==> config.mk <==
export PLATFORM = sky130hd
export DESIGN_NAME = pdm_cfg_spi_ctrl_flat
export DESIGN_NICKNAME = d
export VERILOG_FILES = /design/src/rtl/pdm_cfg_spi_ctrl_pkg.sv /design/src/rtl/pdm_cfg_spi_ctrl_if.sv /design/src/rtl/pdm_cfg_spi_rx.sv /design/src/rtl/pdm_cfg_spi_ctrl.sv /design/src/flat_wrapper.sv
export SDC_FILE = /design/constraint.sdc
export NUM_CORES = 1
export LEC_CHECK = 0
export BUFFER_PORTS_ARGS = -buffer_cell sky130_fd_sc_hd__buf_2
export CELL_PAD_IN_SITES_DETAIL_PLACEMENT = 1
export CELL_PAD_IN_SITES_GLOBAL_PLACEMENT = 1
export CORE_MARGIN = 4
export CORE_UTILIZATION = 52
export DETAILED_ROUTE_END_ITERATION = 12
export PLACE_DENSITY_LB_ADDON = 0.1
export SLEW_MARGIN = 20
export SYNTH_ARGS = -nofsm -noshare
export SYNTH_HDL_FRONTEND = slang
export SYNTH_SLANG_ARGS = --single-unit
==> constraint.sdc <==
create_clock -name clk -period 8.9 [get_ports clk]
set_input_delay 0.89 -clock clk [delete_from_list [all_inputs] [get_ports clk]]
set_output_delay 0.89 -clock clk [all_outputs]
set_load 0.02 [all_outputs]
==> src/rtl/pdm_cfg_spi_ctrl_pkg.sv <==
// Shared constants and types for the PDM config SPI controller.
package pdm_cfg_pkg;
  localparam int FRAME_BITS = 16;
  localparam int ADDR_W     = 8;
  localparam int DATA_W     = 8;
  localparam logic [ADDR_W-1:0] COMMIT_ADDR_DEF = 8'hFF;

  // Register map of the pitch-filter datapath
  localparam int REG_DECIM    = 0;
  localparam int REG_PITCH_LO = 1;
  localparam int REG_PITCH_HI = 2;
  localparam int REG_GAIN     = 3;

  // One received frame: address byte first, then data byte
  typedef struct packed {
    logic [ADDR_W-1:0] addr;
    logic [DATA_W-1:0] data;
  } cfg_frame_t;

  function automatic logic addr_is_reg(input logic [ADDR_W-1:0] a, input int num_regs);
    return int'(a) < num_regs;
  endfunction
endpackage

==> src/rtl/pdm_cfg_spi_ctrl_if.sv <==
// Pin-side and datapath-side signals of the config controller.
interface pdm_cfg_spi_ctrl_if #(
  parameter int NUM_REGS = 8
);
  logic                  spi_mosi;
  logic                  spi_cs_n;
  logic                  frame_sync;
  logic [NUM_REGS*8-1:0] cfg_active;
  logic                  cfg_update;
  logic                  commit_pending;
  logic                  err_addr;
  logic                  err_abort;

  modport master (
    output spi_mosi, spi_cs_n, frame_sync,
    input  cfg_active, cfg_update, commit_pending, err_addr, err_abort
  );

  modport slave (
    input  spi_mosi, spi_cs_n, frame_sync,
    output cfg_active, cfg_update, commit_pending, err_addr, err_abort
  );
endinterface

==> src/rtl/pdm_cfg_spi_rx.sv <==
// Serial frame receiver: 16-bit MSB-first shift, bit count, abort detect.
module pdm_cfg_spi_rx
  import pdm_cfg_pkg::*;
(
  input  logic       clk,
  input  logic       rst,
  input  logic       spi_mosi,
  input  logic       spi_cs_n,
  output logic       frame_valid,
  output cfg_frame_t frame,
  output logic       abort
);
  logic [FRAME_BITS-1:0] shift_reg;
  logic [3:0]            bit_cnt;

  // Shift while selected; a full 16 bits flags a frame, an early deselect flags an abort
  always_ff @(posedge clk or posedge rst) begin
    if (rst) begin
      shift_reg   <= '0;
      bit_cnt     <= '0;
      frame_valid <= 1'b0;
      abort       <= 1'b0;
    end else begin
      frame_valid <= 1'b0;
      abort       <= 1'b0;
      if (!spi_cs_n) begin
        shift_reg <= {shift_reg[FRAME_BITS-2:0], spi_mosi};
        bit_cnt   <= bit_cnt + 4'd1;
        if (bit_cnt == 4'd15) frame_valid <= 1'b1;
      end else if (bit_cnt != 4'd0) begin
        bit_cnt <= '0;
        abort   <= 1'b1;
      end
    end
  end

  // Held until the next shift, so the parent sees the whole frame on the decode edge
  assign frame = cfg_frame_t'(shift_reg);
endmodule

==> src/rtl/pdm_cfg_spi_ctrl.sv <==
// Config controller: shadow bank written over SPI, copied to the active
// bank on frame_sync once a commit has been received.
module pdm_cfg_spi_ctrl
  import pdm_cfg_pkg::*;
#(
  parameter int                    NUM_REGS    = 8,
  parameter logic [NUM_REGS*8-1:0] RESET_CFG   = '0,
  parameter logic [ADDR_W-1:0]     COMMIT_ADDR = COMMIT_ADDR_DEF
) (
  input  logic                 clk,
  input  logic                 rst,
  pdm_cfg_spi_ctrl_if.slave    bus
);
  logic                             frame_valid;
  logic                             abort;
  cfg_frame_t                       frame;
  logic [NUM_REGS-1:0][DATA_W-1:0]  shadow;
  logic [NUM_REGS-1:0][DATA_W-1:0]  active;
  logic                             pending;
  logic                             update;
  logic                             err_addr;
  logic                             is_reg;
  logic                             is_commit;

  pdm_cfg_spi_rx u_rx (
    .clk         (clk),
    .rst         (rst),
    .spi_mosi    (bus.spi_mosi),
    .spi_cs_n    (bus.spi_cs_n),
    .frame_valid (frame_valid),
    .frame       (frame),
    .abort       (abort)
  );

  assign is_reg    = addr_is_reg(frame.addr, NUM_REGS);
  assign is_commit = frame.addr == COMMIT_ADDR;

  // Shadow writes from decoded register frames
  always_ff @(posedge clk or posedge rst) begin
    if (rst) begin
      shadow <= RESET_CFG;
    end else begin
      for (int i = 0; i < NUM_REGS; i++)
        if (frame_valid && frame.addr == 8'(i)) shadow[i] <= frame.data;
    end
  end

  // Commit handshake: copy uses pre-edge shadow and pending, so a commit or
  // write decoded on the sync edge waits for the next sync
  always_ff @(posedge clk or posedge rst) begin
    if (rst) begin
      active   <= RESET_CFG;
      pending  <= 1'b0;
      update   <= 1'b0;
      err_addr <= 1'b0;
    end else begin
      update   <= 1'b0;
      err_addr <= 1'b0;
      if (pending && bus.frame_sync) begin
        active  <= shadow;
        update  <= 1'b1;
        pending <= 1'b0;
      end
      if (frame_valid && !is_reg) begin
        if (is_commit) pending  <= 1'b1;
        else           err_addr <= 1'b1;
      end
    end
  end

  assign bus.cfg_active     = active;
  assign bus.cfg_update     = update;
  assign bus.commit_pending = pending;
  assign bus.err_addr       = err_addr;
  assign bus.err_abort      = abort;
endmodule

==> src/flat_wrapper.sv <==
// flat-port wrapper written by rule: the top's interface ports become plain ports
module pdm_cfg_spi_ctrl_flat import pdm_cfg_pkg::*;
#(
  parameter int                    NUM_REGS    = 8,
  parameter logic [NUM_REGS*8-1:0] RESET_CFG   = '0,
  parameter logic [ADDR_W-1:0]     COMMIT_ADDR = COMMIT_ADDR_DEF
)
  (clk, rst, bus_spi_mosi, bus_spi_cs_n, bus_frame_sync, bus_cfg_active, bus_cfg_update, bus_commit_pending, bus_err_addr, bus_err_abort);
  pdm_cfg_spi_ctrl_if #(.NUM_REGS(NUM_REGS)) bus_i ();
  input  logic clk;
  input  logic rst;
  input wire logic [$bits(bus_i.spi_mosi)-1:0] bus_spi_mosi;
  input wire logic [$bits(bus_i.spi_cs_n)-1:0] bus_spi_cs_n;
  input wire logic [$bits(bus_i.frame_sync)-1:0] bus_frame_sync;
  output wire logic [$bits(bus_i.cfg_active)-1:0] bus_cfg_active;
  output wire logic [$bits(bus_i.cfg_update)-1:0] bus_cfg_update;
  output wire logic [$bits(bus_i.commit_pending)-1:0] bus_commit_pending;
  output wire logic [$bits(bus_i.err_addr)-1:0] bus_err_addr;
  output wire logic [$bits(bus_i.err_abort)-1:0] bus_err_abort;
  assign bus_i.spi_mosi = bus_spi_mosi;
  assign bus_i.spi_cs_n = bus_spi_cs_n;
  assign bus_i.frame_sync = bus_frame_sync;
  assign bus_cfg_active = bus_i.cfg_active;
  assign bus_cfg_update = bus_i.cfg_update;
  assign bus_commit_pending = bus_i.commit_pending;
  assign bus_err_addr = bus_i.err_addr;
  assign bus_err_abort = bus_i.err_abort;
  pdm_cfg_spi_ctrl #(.NUM_REGS(NUM_REGS), .RESET_CFG(RESET_CFG), .COMMIT_ADDR(COMMIT_ADDR)) u_core (.clk(clk), .rst(rst), .bus(bus_i));
endmodule
==> impl_metrics.json <==
{
  "synth_nets": 369,
  "cts_resized": 0,
  "p_sw_share_pct": 24.80,
  "worst_setup_path_start_kind": "flop",
  "first_pass_iters": 4,
  "pre_cts_ws_ps": 6353,
  "finalInstanceArea_um2": 6964,
  "die_w_um": 115.1,
  "grt_pass1_wl_um": 19460,
  "clk_pin_slew_ps": 50,
  "setup_viol": 0,
  "std_cell_rows": 38,
  "ant_nets": 0,
  "n_fill_cell": 1034,
  "syn_inst": 362,
  "antenna_found_initial": 0,
  "io_pins": 73,
  "hold_path_class": "reg2reg",
  "min_period_over_period_pct": 28.78,
  "cp.arrival_ps": 2850,
  "comb_power_share_pct": 6.5,
  "yosysSeqAreaShare_pct": 64.18,
  "cts_root_buffer": "clkbuf_16",
  "clkSinkCount": 153,
  "final_util_pct": 63.14,
  "die_h_um": 115.1,
  "ys_ff_latch": 153,
  "layout-drive-gt1-share_pct": 56.63,
  "first_global_vias": 3541,
  "cts-hold-fix-buffers": 0,
  "dieArea_um2": 13250,
  "cp_cell_sequence": "or4_1 -> nor4_4 -> mux2_2",
  "p_sw_mw": 0.3906,
  "post_dp_cell_area_um2": 6419,
  "hpwl_um": 7632,
  "yosysUniqueCellTypes": 26,
  "drc_errors": 0,
  "synth_area_leaders": "dfrtp_1 64%, mux2_2 24%, mux2_4 4.0%",
  "timing.final.hold_violations": 0,
  "synth_area_per_cell_um2": 16.48,
  "cp_max_fo": 9,
  "yosys.area.top_type": "dfrtp_1",
  "initial_utilization_pct": 54.08,
  "cts_max_path_buffers": 2,
  "syn_area_um2": 5966,
  "drv_slew": 0,
  "cpPeakStageDelay_ps": 850,
  "wl_um": 11930,
  "rsz0062_at_grt": "no",
  "whs_ps": 498.4,
  "vias_per_cell": 5.364,
  "clkPwrFrac_pct": 42.1,
  "critical_path_required_ps": 9190,
  "clk_latency_ps": 410,
  "crit_type": "reg2reg",
  "setup_ws_ps": 6339,
  "tightest_slew_ps": 805.1,
  "grt_usage_pct": 19.74,
  "io_buffers": 72,
  "power_density_nw_per_um2": 226.2,
  "grt_start_max_net_pins": 92,
  "diodes": 0,
  "ys.warnings.count": 0,
  "skew_ps": 10.69,
  "intPower_mw": 1.185,
  "worst_path_max_delay_cell": "or4_1",
  "final_common_cell": "dfrtp_1",
  "ir_drop_mv": 0.1359,
  "endpoint_kind": "flop",
  "status": "finished, final reports clean",
  "vias": 3138,
  "synth_top_area_share_pct": 64.18,
  "final_cell_mix": "153 x dfrtp_1, 128 x mux2_2, 72 x buf_2",
  "nNetsFinal": 440,
  "routabilityCongestion": 0.7222,
  "numCtsBuffers": 17,
  "cts_setup_buffers": 0,
  "post_drt_wl_per_cell_um": 20.38,
  "area_delta_synth_final_pct": 16.74,
  "cts_tree": "built",
  "relSlewSlack_pct": 46.33,
  "drt_first_iter_violations": 163,
  "fin_tns_setup_ps": 0,
  "grt_overflow": 0,
  "min_period_ps": 2561,
  "htreeDepth": 4,
  "p_seq_share_pct": 51.4,
  "leakage_nw": 3.757,
  "drv_cap": 0,
  "max_freq_ghz": 0.3904,
  "core-area_um2": 11030
}
-- cells by family (layout without fill, tap and decap cells) --
kind of cell / count (synthesis) / after routing / share of synthesized area [%]
AND/OR/NAND/NOR: 28 / 28 / 4.258
multiplexers: 144 / 144 / 28.19
flip-flops: 153 / 153 / 64.18
XOR/XNOR: 2 / 2 / 0.2937
adder cells (fa/ha/maj): 2 / 2 / 0.4194
buffers and inverters: 28 / 111 / 2.139
AO/OA/AOI/OAI: 5 / 5 / 0.5243
-- metal layers --
metal  up-vias  wire, µm  track usage, %
met4         0       152           7.903
met5         -         0               0
met3        13       316           4.474
met2        56      6387           33.99
li1       1409         -               -
met1      1660      5069           24.15
-- cells in the mapped netlist --
| master | number |
|---|---|
| buf_6 | 3 |
| clkbuf_1 | 10 |
| buf_1 | 9 |
| nand3_1 | 2 |
| and2_1 | 1 |
| or4_4 | 2 |
| nand2b_1 | 3 |
| nand4_1 | 1 |
| ha_1 | 2 |
| mux2_4 | 16 |
| nor3_1 | 1 |
| xor2_1 | 1 |
| mux2_2 | 128 |
| nor2_1 | 3 |
| o22ai_1 | 1 |
| and4b_1 | 1 |
| nor4_4 | 6 |
| xnor2_1 | 1 |
| or4_1 | 1 |
| dfrtp_1 | 153 |
| a21oi_1 | 1 |
| inv_1 | 6 |
| a32o_1 | 1 |
| nand2_1 | 6 |
| o21ai_0 | 2 |
| or2_2 | 1 |
-- layout make-up --
class / count / area [µm²] / area share [%]
clock buffers: 29 / 510.5 / 7.330
flip-flops and latches: 153 / 3829 / 54.98
well taps: 140 / 175.2 / 2.515
repair buffers: 74 / 375.4 / 5.390
clock inverters: 2 / 35.03 / 0.5031
inverters: 6 / 27.53 / 0.3953
multi-input cells: 181 / 2012 / 28.89
-- per-stage QoR --
| step | power, mW | cells |
|---|---|---|
| 6_report | 1.575 | 585 |
| 5_1_grt | 1.643 | 585 |
| 4_1_cts | 1.593 | 585 |
| 3_5_place_dp | 0.9247 | 554 |
| 3_3_place_gp | 0.9150 | 554 |
| 2_1_floorplan | 0.8817 | 362 |
-- path summary, 6_finish.rpt --
check / start / endpoint / slack [ps] / cells after the start
hold / removal: u_core.bus.cfg_active[13] / u_core.bus.cfg_active[13] / 500 / 1
max in group asynchronous: rst / u_core.shadow[44] / 6940 / 3
setup reg to reg: u_core.u_rx.frame[11] / u_core.shadow[58] / 6340 / 3
hold reg to reg: u_core.bus.cfg_active[13] / u_core.bus.cfg_active[13] / 500 / 1
setup / recovery: u_core.u_rx.frame[11] / u_core.shadow[58] / 6340 / 3
min in group asynchronous: rst / u_core.bus.cfg_active[25] / 660 / 2
-- registers in the layout (all words and copies together) (netlist names) --
register and cells:
u_core.bus.err_addr 1, u_core.u_rx.bit_cnt 4, u_core.bus.cfg_active 64, u_core.shadow 64, u_core.u_rx.frame 16, u_core.bus.cfg_update 1
u_core.u_rx.frame_valid 1, u_core.u_rx.abort 1, u_core.bus.commit_pending 1
-- critical path: cells and delay by family, from the launching register on --
| family | cells | cell delay (ps) |
|---|---|---|
| flip-flops | 1 | 410 |
| multiplexers | 1 | 420 |
| AND/OR/NAND/NOR | 2 | 1610 |
-- power groups by stage --
stage,combinational (mW),sequential [mW],clock [mW]
floorplan,0.118,0.764,0
global placement,0.0972,0.818,0
detailed placement,0.103,0.822,0
CTS,0.105,0.810,0.677
global route,0.112,0.818,0.713
finish,0.102,0.810,0.663
Note: power is estimated with default switching activity, not from simulation.
